--- src/rtl/inst_fetcher_pkg.sv ---
// Shared types and constants for the instruction fetch stage: widths, opcodes,
// FSM encoding, queue payload and immediate decoders.
package inst_fetcher_pkg;

  localparam int unsigned AddrWidth   = 32;
  localparam int unsigned InstWidth   = 32;
  localparam int unsigned OpcodeWidth = 7;

  localparam logic [OpcodeWidth-1:0] OPCODE_JAL = 7'b1101111;
  localparam logic [OpcodeWidth-1:0] OPCODE_BR  = 7'b1100011;

  localparam logic True  = 1'b1;
  localparam logic False = 1'b0;

  localparam logic [1:0] BHT_MIN     = 2'b00;
  localparam logic [1:0] BHT_WEAK_NT = 2'b01;
  localparam logic [1:0] BHT_MAX     = 2'b11;

  typedef enum logic [1:0] {
    S_IDLE  = 2'd0,
    S_WAIT  = 2'd1,
    S_FLUSH = 2'd2
  } fetch_state_e;

  typedef struct packed {
    logic [InstWidth-1:0] inst;
    logic [AddrWidth-1:0] pc;
    logic                 taken;
    logic [AddrWidth-1:0] pred_pc;
  } iq_entry_t;

  function automatic logic [AddrWidth-1:0] jal_offset(input logic [InstWidth-1:0] inst);
    return {{11{inst[31]}}, inst[31], inst[19:12], inst[20], inst[30:21], 1'b0};
  endfunction

  function automatic logic [AddrWidth-1:0] br_offset(input logic [InstWidth-1:0] inst);
    return {{19{inst[31]}}, inst[31], inst[7], inst[30:25], inst[11:8], 1'b0};
  endfunction

endpackage

--- src/rtl/inst_fetcher_if.sv ---
// Bundle of queue, cache and reorder-buffer signals seen by the fetch stage.
interface inst_fetcher_if;
  import inst_fetcher_pkg::*;

  logic                 IQ_is_full;
  logic                 IQ_input_valid;
  logic [InstWidth-1:0] IQ_inst;
  logic [AddrWidth-1:0] IQ_inst_pc;
  logic                 IQ_predicted_to_jump;
  logic [AddrWidth-1:0] IQ_predicted_pc;
  logic                 IC_req_valid;
  logic [AddrWidth-1:0] IC_req_addr;
  logic                 IC_resp_valid;
  logic [InstWidth-1:0] IC_resp_inst;
  logic                 ROB_roll_back_flag;
  logic [AddrWidth-1:0] ROB_target_pc;
  logic                 ROB_br_update_valid;
  logic [AddrWidth-1:0] ROB_br_pc;
  logic                 ROB_br_taken;

  modport master (
    input  IQ_is_full, IC_resp_valid, IC_resp_inst,
           ROB_roll_back_flag, ROB_target_pc,
           ROB_br_update_valid, ROB_br_pc, ROB_br_taken,
    output IQ_input_valid, IQ_inst, IQ_inst_pc, IQ_predicted_to_jump,
           IQ_predicted_pc, IC_req_valid, IC_req_addr
  );

  modport slave (
    output IQ_is_full, IC_resp_valid, IC_resp_inst,
           ROB_roll_back_flag, ROB_target_pc,
           ROB_br_update_valid, ROB_br_pc, ROB_br_taken,
    input  IQ_input_valid, IQ_inst, IQ_inst_pc, IQ_predicted_to_jump,
           IQ_predicted_pc, IC_req_valid, IC_req_addr
  );
endinterface

--- src/rtl/inst_fetcher_branch_predictor.sv ---
// Table of 2-bit saturating branch counters: combinational lookup, synchronous
// training from committed branches. A same-cycle lookup sees the old count.
module inst_fetcher_branch_predictor
  import inst_fetcher_pkg::*;
#(
  parameter int unsigned IDX_W = 6
) (
  input  logic             clk,
  input  logic             rst,
  input  logic             en_i,
  input  logic [IDX_W-1:0] lookup_idx_i,
  output logic             lookup_taken_c_o,
  input  logic             update_valid_i,
  input  logic [IDX_W-1:0] update_idx_i,
  input  logic             update_taken_i
);

  localparam int unsigned Entries = 32'd1 << IDX_W;

  logic [1:0] bht_q [Entries];
  logic [1:0] cur_cnt;
  logic [1:0] upd_cnt_d;

  assign lookup_taken_c_o = bht_q[lookup_idx_i][1];
  assign cur_cnt          = bht_q[update_idx_i];

  // Saturating step toward the observed outcome.
  always_comb begin
    upd_cnt_d = cur_cnt;
    if (update_taken_i && cur_cnt != BHT_MAX) begin
      upd_cnt_d = cur_cnt + 2'd1;
    end else if (!update_taken_i && cur_cnt != BHT_MIN) begin
      upd_cnt_d = cur_cnt - 2'd1;
    end
  end

  always_ff @(posedge clk or negedge rst) begin
    if (!rst) begin
      for (int unsigned i = 0; i < Entries; i++) begin
        bht_q[i] <= BHT_WEAK_NT;
      end
    end else if (en_i && update_valid_i) begin
      bht_q[update_idx_i] <= upd_cnt_d;
    end
  end

endmodule

--- src/rtl/inst_fetcher.sv ---
// Fetch stage: one outstanding cache request at a time, next-PC prediction,
// pushes into the instruction queue, redirect on reorder-buffer rollback.
module inst_fetcher
  import inst_fetcher_pkg::*;
#(
  parameter logic [AddrWidth-1:0] RESET_PC  = 32'h0000_0000,
  parameter int unsigned          BHT_IDX_W = 6
) (
  input  logic           clk,
  input  logic           rst,
  input  logic           rdy,
  inst_fetcher_if.master bus
);

  fetch_state_e         state_q, state_d;
  logic [AddrWidth-1:0] pc_q, pc_d;
  logic                 req_valid_q, req_valid_d;
  logic [AddrWidth-1:0] req_addr_q, req_addr_d;
  logic                 iq_valid_q, iq_valid_d;
  iq_entry_t            iq_q, iq_d;

  logic [OpcodeWidth-1:0] opcode_c;
  logic                   bht_taken_c;
  logic                   pred_taken_c;
  logic [AddrWidth-1:0]   pred_pc_c;
  logic                   unused_br_pc_bits;

  assign unused_br_pc_bits = ^{bus.ROB_br_pc[AddrWidth-1:BHT_IDX_W+2], bus.ROB_br_pc[1:0]};

  inst_fetcher_branch_predictor #(.IDX_W(BHT_IDX_W)) u_bp (
    .clk              (clk),
    .rst              (rst),
    .en_i             (rdy),
    .lookup_idx_i     (pc_q[BHT_IDX_W+1:2]),
    .lookup_taken_c_o (bht_taken_c),
    .update_valid_i   (bus.ROB_br_update_valid),
    .update_idx_i     (bus.ROB_br_pc[BHT_IDX_W+1:2]),
    .update_taken_i   (bus.ROB_br_taken)
  );

  // Next-PC prediction for the instruction returning this cycle.
  assign opcode_c = bus.IC_resp_inst[OpcodeWidth-1:0];

  always_comb begin
    pred_taken_c = False;
    pred_pc_c    = pc_q + AddrWidth'(4);
    if (opcode_c == OPCODE_JAL) begin
      pred_taken_c = True;
      pred_pc_c    = pc_q + jal_offset(bus.IC_resp_inst);
    end else if (opcode_c == OPCODE_BR && bht_taken_c) begin
      pred_taken_c = True;
      pred_pc_c    = pc_q + br_offset(bus.IC_resp_inst);
    end
  end

  // Next state; a rollback overrides any same-cycle response.
  always_comb begin
    state_d     = state_q;
    pc_d        = pc_q;
    req_valid_d = req_valid_q;
    req_addr_d  = req_addr_q;
    iq_valid_d  = False;
    iq_d        = iq_q;
    if (bus.ROB_roll_back_flag) begin
      pc_d = bus.ROB_target_pc;
      case (state_q)
        S_WAIT, S_FLUSH: begin
          if (bus.IC_resp_valid) begin
            req_valid_d = False;
            state_d     = S_IDLE;
          end else begin
            state_d = S_FLUSH;
          end
        end
        default: state_d = S_IDLE;
      endcase
    end else begin
      case (state_q)
        S_IDLE: begin
          if (!bus.IQ_is_full) begin
            req_valid_d = True;
            req_addr_d  = pc_q;
            state_d     = S_WAIT;
          end
        end
        S_WAIT: begin
          if (bus.IC_resp_valid) begin
            iq_valid_d   = True;
            iq_d.inst    = bus.IC_resp_inst;
            iq_d.pc      = pc_q;
            iq_d.taken   = pred_taken_c;
            iq_d.pred_pc = pred_pc_c;
            pc_d         = pred_pc_c;
            req_valid_d  = False;
            state_d      = S_IDLE;
          end
        end
        S_FLUSH: begin
          if (bus.IC_resp_valid) begin
            req_valid_d = False;
            state_d     = S_IDLE;
          end
        end
        default: state_d = S_IDLE;
      endcase
    end
  end

  always_ff @(posedge clk or negedge rst) begin
    if (!rst) begin
      state_q     <= S_IDLE;
      pc_q        <= RESET_PC;
      req_valid_q <= False;
      req_addr_q  <= '0;
      iq_valid_q  <= False;
      iq_q        <= '0;
    end else if (rdy) begin
      state_q     <= state_d;
      pc_q        <= pc_d;
      req_valid_q <= req_valid_d;
      req_addr_q  <= req_addr_d;
      iq_valid_q  <= iq_valid_d;
      iq_q        <= iq_d;
    end else begin
      iq_valid_q  <= False;
    end
  end

  assign bus.IQ_input_valid       = iq_valid_q;
  assign bus.IQ_inst              = iq_q.inst;
  assign bus.IQ_inst_pc           = iq_q.pc;
  assign bus.IQ_predicted_to_jump = iq_q.taken;
  assign bus.IQ_predicted_pc      = iq_q.pred_pc;
  assign bus.IC_req_valid         = req_valid_q;
  assign bus.IC_req_addr          = req_addr_q;

endmodule

--- src/flat_wrapper.sv ---
// flat-port wrapper written by rule: the top's interface ports become plain ports
module inst_fetcher_flat import inst_fetcher_pkg::*;
#(
  parameter logic [AddrWidth-1:0] RESET_PC  = 32'h0000_0000,
  parameter int unsigned          BHT_IDX_W = 6
)
  (clk, rst, rdy, bus_IQ_is_full, bus_IC_resp_valid, bus_IC_resp_inst, bus_ROB_roll_back_flag, bus_ROB_target_pc, bus_ROB_br_update_valid, bus_ROB_br_pc, bus_ROB_br_taken, bus_IQ_input_valid, bus_IQ_inst, bus_IQ_inst_pc, bus_IQ_predicted_to_jump, bus_IQ_predicted_pc, bus_IC_req_valid, bus_IC_req_addr);
  inst_fetcher_if bus_i ();
  input  logic clk;
  input  logic rst;
  input  logic rdy;
  input wire logic [$bits(bus_i.IQ_is_full)-1:0] bus_IQ_is_full;
  input wire logic [$bits(bus_i.IC_resp_valid)-1:0] bus_IC_resp_valid;
  input wire logic [$bits(bus_i.IC_resp_inst)-1:0] bus_IC_resp_inst;
  input wire logic [$bits(bus_i.ROB_roll_back_flag)-1:0] bus_ROB_roll_back_flag;
  input wire logic [$bits(bus_i.ROB_target_pc)-1:0] bus_ROB_target_pc;
  input wire logic [$bits(bus_i.ROB_br_update_valid)-1:0] bus_ROB_br_update_valid;
  input wire logic [$bits(bus_i.ROB_br_pc)-1:0] bus_ROB_br_pc;
  input wire logic [$bits(bus_i.ROB_br_taken)-1:0] bus_ROB_br_taken;
  output wire logic [$bits(bus_i.IQ_input_valid)-1:0] bus_IQ_input_valid;
  output wire logic [$bits(bus_i.IQ_inst)-1:0] bus_IQ_inst;
  output wire logic [$bits(bus_i.IQ_inst_pc)-1:0] bus_IQ_inst_pc;
  output wire logic [$bits(bus_i.IQ_predicted_to_jump)-1:0] bus_IQ_predicted_to_jump;
  output wire logic [$bits(bus_i.IQ_predicted_pc)-1:0] bus_IQ_predicted_pc;
  output wire logic [$bits(bus_i.IC_req_valid)-1:0] bus_IC_req_valid;
  output wire logic [$bits(bus_i.IC_req_addr)-1:0] bus_IC_req_addr;
  assign bus_i.IQ_is_full = bus_IQ_is_full;
  assign bus_i.IC_resp_valid = bus_IC_resp_valid;
  assign bus_i.IC_resp_inst = bus_IC_resp_inst;
  assign bus_i.ROB_roll_back_flag = bus_ROB_roll_back_flag;
  assign bus_i.ROB_target_pc = bus_ROB_target_pc;
  assign bus_i.ROB_br_update_valid = bus_ROB_br_update_valid;
  assign bus_i.ROB_br_pc = bus_ROB_br_pc;
  assign bus_i.ROB_br_taken = bus_ROB_br_taken;
  assign bus_IQ_input_valid = bus_i.IQ_input_valid;
  assign bus_IQ_inst = bus_i.IQ_inst;
  assign bus_IQ_inst_pc = bus_i.IQ_inst_pc;
  assign bus_IQ_predicted_to_jump = bus_i.IQ_predicted_to_jump;
  assign bus_IQ_predicted_pc = bus_i.IQ_predicted_pc;
  assign bus_IC_req_valid = bus_i.IC_req_valid;
  assign bus_IC_req_addr = bus_i.IC_req_addr;
  inst_fetcher #(.RESET_PC(RESET_PC), .BHT_IDX_W(BHT_IDX_W)) u_core (.clk(clk), .rst(rst), .rdy(rdy), .bus(bus_i));
endmodule
--- config.mk ---
export PLATFORM = sky130hd
export DESIGN_NAME = inst_fetcher_flat
export DESIGN_NICKNAME = d
export VERILOG_FILES = /design/src/rtl/inst_fetcher_pkg.sv /design/src/rtl/inst_fetcher_if.sv /design/src/rtl/inst_fetcher_branch_predictor.sv /design/src/rtl/inst_fetcher.sv /design/src/flat_wrapper.sv
export SDC_FILE = /design/constraint.sdc
export NUM_CORES = 1
export LEC_CHECK = 0
export ABC_AREA = 1
export ABC_CLOCK_PERIOD_IN_PS = 2400
export BUFFER_PORTS_ARGS = -buffer_cell sky130_fd_sc_hd__buf_2
export CAP_MARGIN = 25
export CELL_PAD_IN_SITES_DETAIL_PLACEMENT = 1
export CELL_PAD_IN_SITES_GLOBAL_PLACEMENT = 1
export CORE_ASPECT_RATIO = 0.5
export CORE_MARGIN = 3
export CORE_UTILIZATION = 38
export DETAILED_ROUTE_END_ITERATION = 10
export PLACE_DENSITY_LB_ADDON = 0.1
export SYNTH_ARGS = -nofsm -noshare
export SYNTH_HDL_FRONTEND = slang
export SYNTH_SLANG_ARGS = --single-unit
--- constraint.sdc ---
create_clock -name clk -period 2.4 [get_ports clk]
set_input_delay 0.48 -clock clk [delete_from_list [all_inputs] [get_ports clk]]
set_output_delay 0.48 -clock clk [all_outputs]
set_load 0.03 [all_outputs]
# Word level (Yosys, flattened, before mapping)
# Cells that the tools add are included.
# op_classes
n_addsub,5
magnitude_cmp,3
n_eq_ne,8
mux,33
n_bitwise,4
n_reduce_logical,17
# ops
cell,count
32-bit 2-to-1 mux,5
128-bit bitwise mux,1
32-bit adder,2
32-bit by 3-bit adder with 32-bit output (second input constant),1
2-bit binary-select mux with 6-bit select,2
2-bit 2-to-1 mux,12
7-bit equality test (second input constant),2
7-bit greater-or-equal comparator (second input constant),2
6-bit inverter with 7-bit output,2
2-bit demux with 6-bit select,1
4-bit AND reduction,3
1-bit 2-to-1 mux,10
2-bit nonzero test,4
7-bit by 1-bit less-than comparator with 1-bit output (second input constant),1
3-bit AND reduction,2
1-bit logical AND,5
2-bit inequality test (second input constant),2
2-bit one-hot mux with 2 select lines,1
3-bit by 1-bit inequality test with 1-bit output (second input constant),1
3-bit inequality test (second input constant),1
2-bit by 1-bit adder with 2-bit output (second input constant),1
2-bit by 1-bit equality test with 1-bit output (second input constant),1
2-bit equality test (second input constant),1
2-bit logical NOT,1
5 further kinds,6
# word_totals
reg_bits,293
input_bits,104
out_inout_bits,131
wordCells,143

# Depth between registers and ports, before layout
# depth
word_depth,10
depth_mapped,21
depth_no_buf,20

# Hierarchy
# Synthesis repeated with hierarchy kept, for this count alone.
# hier_totals
cells_unflattened,2963
hier_area_um2,19477.4
# by_module_without_submodules
module,instances,cells_each,area_per_inst_um2,seq_area_each_um2
inst_fetcher,1,1728,11458.5,4103.9
inst_fetcher_branch_predictor,1,1235,8018.9,3283.1

# Worst setup path before layout
# OpenSTA, ideal clock, no wires.
# synth_timing
kind,reg2reg
from,register u_core.pc_q[2]
to,register u_core.pc_q[27]
setup_ps,116
arrival_ps,2555
required_time_ps,2284
slack_ps,-272
stages_incl_launch_ff,17
path_buffers,2
period_less_slack_ps,2672
path_cell_list,dfrtp_1 > buf_4 > inv_2 > buf_2 > fa_1 > inv_1 > nand2_1 > o21ai_0 > a21oi_1 > o21ai_0 > nand3_1 > nand3_1 > nand2_1 > nand3_1 > nand3_1 > nand2_1 > nand2_1
# synth_between
elab_chain_cells,10
word_cells_on_any_way,13
cone_classes,add/sub: 3; mux: 8; bitwise: 1; reduce/logical: 1
# synth_lines
element,line_no,source
"start, declared",inst_fetcher.sv:16,"logic [AddrWidth-1:0] pc_q, pc_d;"
"start signal, assigned",inst_fetcher.sv:119,pc_q <= pc_d;
6-bit inverter with 7-bit output (implied by the code),inst_fetcher_branch_predictor.sv:24,assign lookup_taken_c_o = bht_q[lookup_idx_i][1];
2-bit binary-select mux with 6-bit select,inst_fetcher_branch_predictor.sv:24,
2-bit 2-to-1 mux (implied by the code) (2 in a row),inst_fetcher_branch_predictor.sv:24,
1-bit logical AND,inst_fetcher.sv:50,end else if (opcode_c == OPCODE_BR && bht_taken_c) begin
32-bit 2-to-1 mux,inst_fetcher.sv:50,
32-bit 2-to-1 mux *,inst_fetcher.sv:47,if (opcode_c == OPCODE_JAL) begin
32-bit 2-to-1 mux *,inst_fetcher.sv:87,if (bus.IC_resp_valid) begin
32-bit 2-to-1 mux *,inst_fetcher.sv:78,case (state_q)
32-bit 2-to-1 mux *,inst_fetcher.sv:64,if (bus.ROB_roll_back_flag) begin
# Every way passes the cells marked *; elsewhere a longest branch is shown, timed or not. The select of a mux whose other input is x is not followed.
# A chain may end at the register's enable or synchronous reset.

# Final worst setup path
# layout_timing
from,register u_core.pc_q[14]
to,register u_core.pc_q[15]
# layout_between
elab_chain_cells,6
word_cells_on_any_way,8
cone_classes,add/sub: 3; mux: 5
# layout_lines
element,line_no
32-bit by 3-bit adder with 32-bit output / 32-bit adder (equally long branches),"inst_fetcher.sv:46, inst_fetcher.sv:52"
32-bit 2-to-1 mux,inst_fetcher.sv:50
32-bit 2-to-1 mux *,inst_fetcher.sv:47
32-bit 2-to-1 mux *,inst_fetcher.sv:87
32-bit 2-to-1 mux *,inst_fetcher.sv:78
32-bit 2-to-1 mux *,inst_fetcher.sv:64
# Marks and branches as above.

==> flow_summary.toml <==
[grt]
grt_pass1_vias = 22260
antenna_found_initial = 1
grt.overflow.total = 0
grt_start_max_net_pins = 83
grt_usage_pct = 31.32
grt_pass1_wl_um = 128300

[pwr]
peakVddDrop_uv = 484.5
power.leakage_nw = 13.80
p_per_area_nw_per_um2 = 951.0
finalPower_mw = 26.27

[worst_setup_path]
crit_family = "compound AO/OA/AOI/OAI gates"
crit_start = "u_core.pc_q[14]"
worstPathArrival_ns = 3.10
r2r_end = "u_core.pc_q[15]"
cp.depth = 12
r2r_cells = 12
required_ns = 2.89
endpoint = "u_core.pc_q[15]"
critPathKind = "flip-flop to flip-flop"
endpoint_kind = "flip-flop"
reg2reg_from = "u_core.pc_q[14]"
reg2reg_setup_slack_ns = -0.21
path_cells = "ha_1, a21oi_1, nand2_1, a21oi_1, o21ai_2, buf_6, buf_4, o21ai_0, a21o_1, nand3_1, nand2_1, nand2_1"
crit_top_cell = "nand2_1"
cpPeakStageDelay_ns = 0.47
critPathMaxFanout = 3
cpMaxStageDelayCell = "dfrtp_1"
worst_setup_path_start_kind = "flip-flop"
timing.critical_path.buf_inv = 2

[place]
gp_congestion = 0.9793
port_buffers = 208
dp_hpwl_um = 59760
dpl_cell_area_um2 = 23150
dp_cells = 3897

[clocking]
clk-insertion-delay-late_ns = 0.62
path_clk_slew_ns = 0.08
cts_made_buffers = 29
cts_buffer_depth = 3
clk_root_buffer_cell = "clkbuf_16"
htree_num_levels = 1
cts_tree = "yes"
numClockSinks = 292

[logic_synthesis]
synth_top_flop_cell = "dfrtp_1"
synth_nets = 2977
ys_seq_area_share_pct = 39.20
async_flop_share_pct = 100.0
syn_inst = 2823
synth_area_um2 = 18850
synth_edf_count = 0
syn_avg_cell_area_um2 = 6.676
synth_cell_types = 44
ys_warn_count = 0
ys_ff_latch = 292

[finish]
register_area_um2 = 7396
area_growth_pct = 46.56
final_area_um2 = 27620
nets = 3520
drive_above_1_share_pct = 34.70
multi_input_area_um2 = 11870
fillers = 6074
stdcell_count = 4028

[floorplanning]
io_pins = 235
rows = 56
die_w_um = 321.0
placeableCoreArea_um2 = 47930
start_util_pct = 39.32
die_y_um = 163.5
dieArea_um2 = 52470

[timing]
clock.fmax_mhz = 383.7
max_slew_margin_pct = 51.26
post-route-min-period_ns = 2.606
hold_viol = 0
clock-skew-final_ns = 0.03099
setup_viol = 177
finalWorstSetupSlack_ns = -0.2061
maxSlewViolCount = 0
grt_setup_unrepaired = "yes"
fin_crit_sh_pct = 108.6
worst_slew_pin_slew_ns = 0.7255

[flow_run]
cap_violations = 0

[routing]
drt_iter0_markers = 2064
vias_per_cell = 5.505
vias = 22180
wl_um = 90680
antenna_left = 0
drc_errors = 0
routedWlPerCell_um = 22.51
drt_first_pass_iters = 5

[outcome]
status = "complete, but fails checks"
violations = "setup timing"

[worst_hold_path]
hold_class = "primary input to flip-flop"
-- cell usage after synthesis (6+ instances only) --
library cell  instances  area share, %
a21oi_1              64            1.7
a22oi_1              17           0.68
a31oi_1              23           0.76
buf_1                 8           0.16
buf_2                26           0.69
buf_4                16           0.64
clkbuf_1             52            1.0
dfrtp_1             228             30
dfstp_2              64            8.9
ha_1                 48            3.2
inv_1               350            7.0
inv_2                11           0.22
nand2_1            1030             21
nand3_1             303            8.0
nand3b_1              9           0.36
nand4_1              21           0.70
nor2_1              255            5.1
nor3_1               60            1.6
o2111ai_1             6           0.28
o211ai_1              6           0.24
o21ai_0             112            3.0
o22ai_1              16           0.53
xnor2_1               7           0.33
xor2_1               45            2.1
-- worst register-to-register path, stage by stage (launching register included) --
cell and delay (ns):
dfrtp_1 0.47, ha_1 0.37, a21oi_1 0.24, nand2_1 0.13
a21oi_1 0.29, o21ai_2 0.12, buf_6 0.15, buf_4 0.13
o21ai_0 0.14, a21o_1 0.20, nand3_1 0.11, nand2_1 0.09
nand2_1 0.06
-- report_power, final --
group          switching (mW)  leakage (nW)  total, mW  internal (mW)
registers               0.933          3.61       7.24           6.31
logic                    8.85          9.71       14.0           5.18
clock network            2.26         0.479       4.99           2.73
-- repair_timing --
item                                    CTS  global route
buffers inserted                         27            32
endpoints found under the hold margin    25             0
pin swaps                                35           170
cloned                                   12            15
endpoints found under the setup margin  189           190
hold buffers                              1             0
resized for setup                       186           418
-- registers in the layout (all words and copies together), names as in the netlist --
register	flops
u_core.state_q	2
u_core.bus.IQ_input_valid	1
u_core.pc_q	32
u_core.bus.IQ_inst_pc	31
u_core.u_bp.bht_q	128
u_core.bus.IC_req_valid	1
u_core.bus.IQ_inst	32
u_core.bus.IQ_predicted_pc	32
u_core.bus.IC_req_addr	32
u_core.bus.IQ_predicted_to_jump	1
-- worst min-delay path by stage --
stage                    startpoint                   endpoint  slack (ns)  cells after the start
3_5_place_dp                    rst      u_core.u_bp.bht_q[17]        0.42                      1
6_report       bus_IC_resp_inst[20]     u_core.bus.IQ_inst[20]        0.10                      3
5_1_grt        bus_IC_resp_inst[20]     u_core.bus.IQ_inst[20]        0.11                      3
3_3_place_gp                    rst      u_core.u_bp.bht_q[17]        0.42                      1
4_1_cts        bus_IC_resp_inst[20]     u_core.bus.IQ_inst[20]        0.09                      3
2_1_floorplan                   rst  u_core.bus.IC_req_addr[0]        0.18                      0
-- cell type report --
class,instances,share of cell area (%)
Multi-Input combinational cell,2065,42.97
Timing Repair Buffer,616,18.74
Clock buffer,44,3.012
Tap cell,638,2.890
Sequential cell,292,26.77
Clock inverter,10,0.5390
Antenna cell,1,0.009059
Inverter,362,5.064
-- per-stage QoR --
stage	setup slack [ns]	util [%]	TNS (ns)	hold WS (ns)
after floorplan	-0.1282	-	-15.14	0.1844
after global placement	-0.6469	48.31	-92.78	0.4191
after detailed placement	-0.8057	48.31	-112.73	0.4191
after CTS	-0.1580	52.94	-2.479	0.08939
after global routing	-0.2851	57.64	-34.04	0.1052
final	-0.2061	57.64	-16.13	0.1023
-- cell usage in the layout, fill, tap and decap left out, types with 28 or more instances in the layout --
| cell type | synthesis | final |
|---|---|---|
| nand2_1 | 1030 | 923 |
| buf_4 | 16 | 311 |
| buf_2 | 26 | 205 |
| nor2_1 | 255 | 228 |
| nand3_4 | 0 | 37 |
| buf_6 | 2 | 31 |
| a21oi_1 | 64 | 37 |
| ha_1 | 48 | 28 |
| buf_12 | 0 | 38 |
| nor3_1 | 60 | 52 |
| dfstp_2 | 64 | 64 |
| dfrtp_1 | 228 | 221 |
| nand3_2 | 4 | 142 |
| inv_1 | 350 | 331 |
| nand3_1 | 303 | 128 |
| xor2_1 | 45 | 38 |
| clkbuf_16 | 0 | 41 |
| o21ai_0 | 112 | 88 |
| nand2_2 | 1 | 88 |
-- metal layers --
layer | wire length (um) | up-vias | track usage, %
met5 | 0 | - | 0
met3 | 5428 | 280 | 4.111
met2 | 44140 | 845 | 55.47
met1 | 36280 | 11030 | 39.48
met4 | 4831 | 0 | 10.84
li1 | - | 10030 | -
-- logic make-up (layout without fill, tap and decap cells) --
family	count (synthesis)	count (layout)	share of synthesized area (%)
xor gates and xnor gates	52	52	2.417
adders and majority gates	50	50	3.399
other	0	1	0
buffers and inverters	466	1032	9.852
DFF	292	292	39.20
and+or+nand+nor	1696	1696	37.03
AOI/OAI and AO/OA	267	267	8.106
No activity file was read; power rests on OpenSTA's default activity.
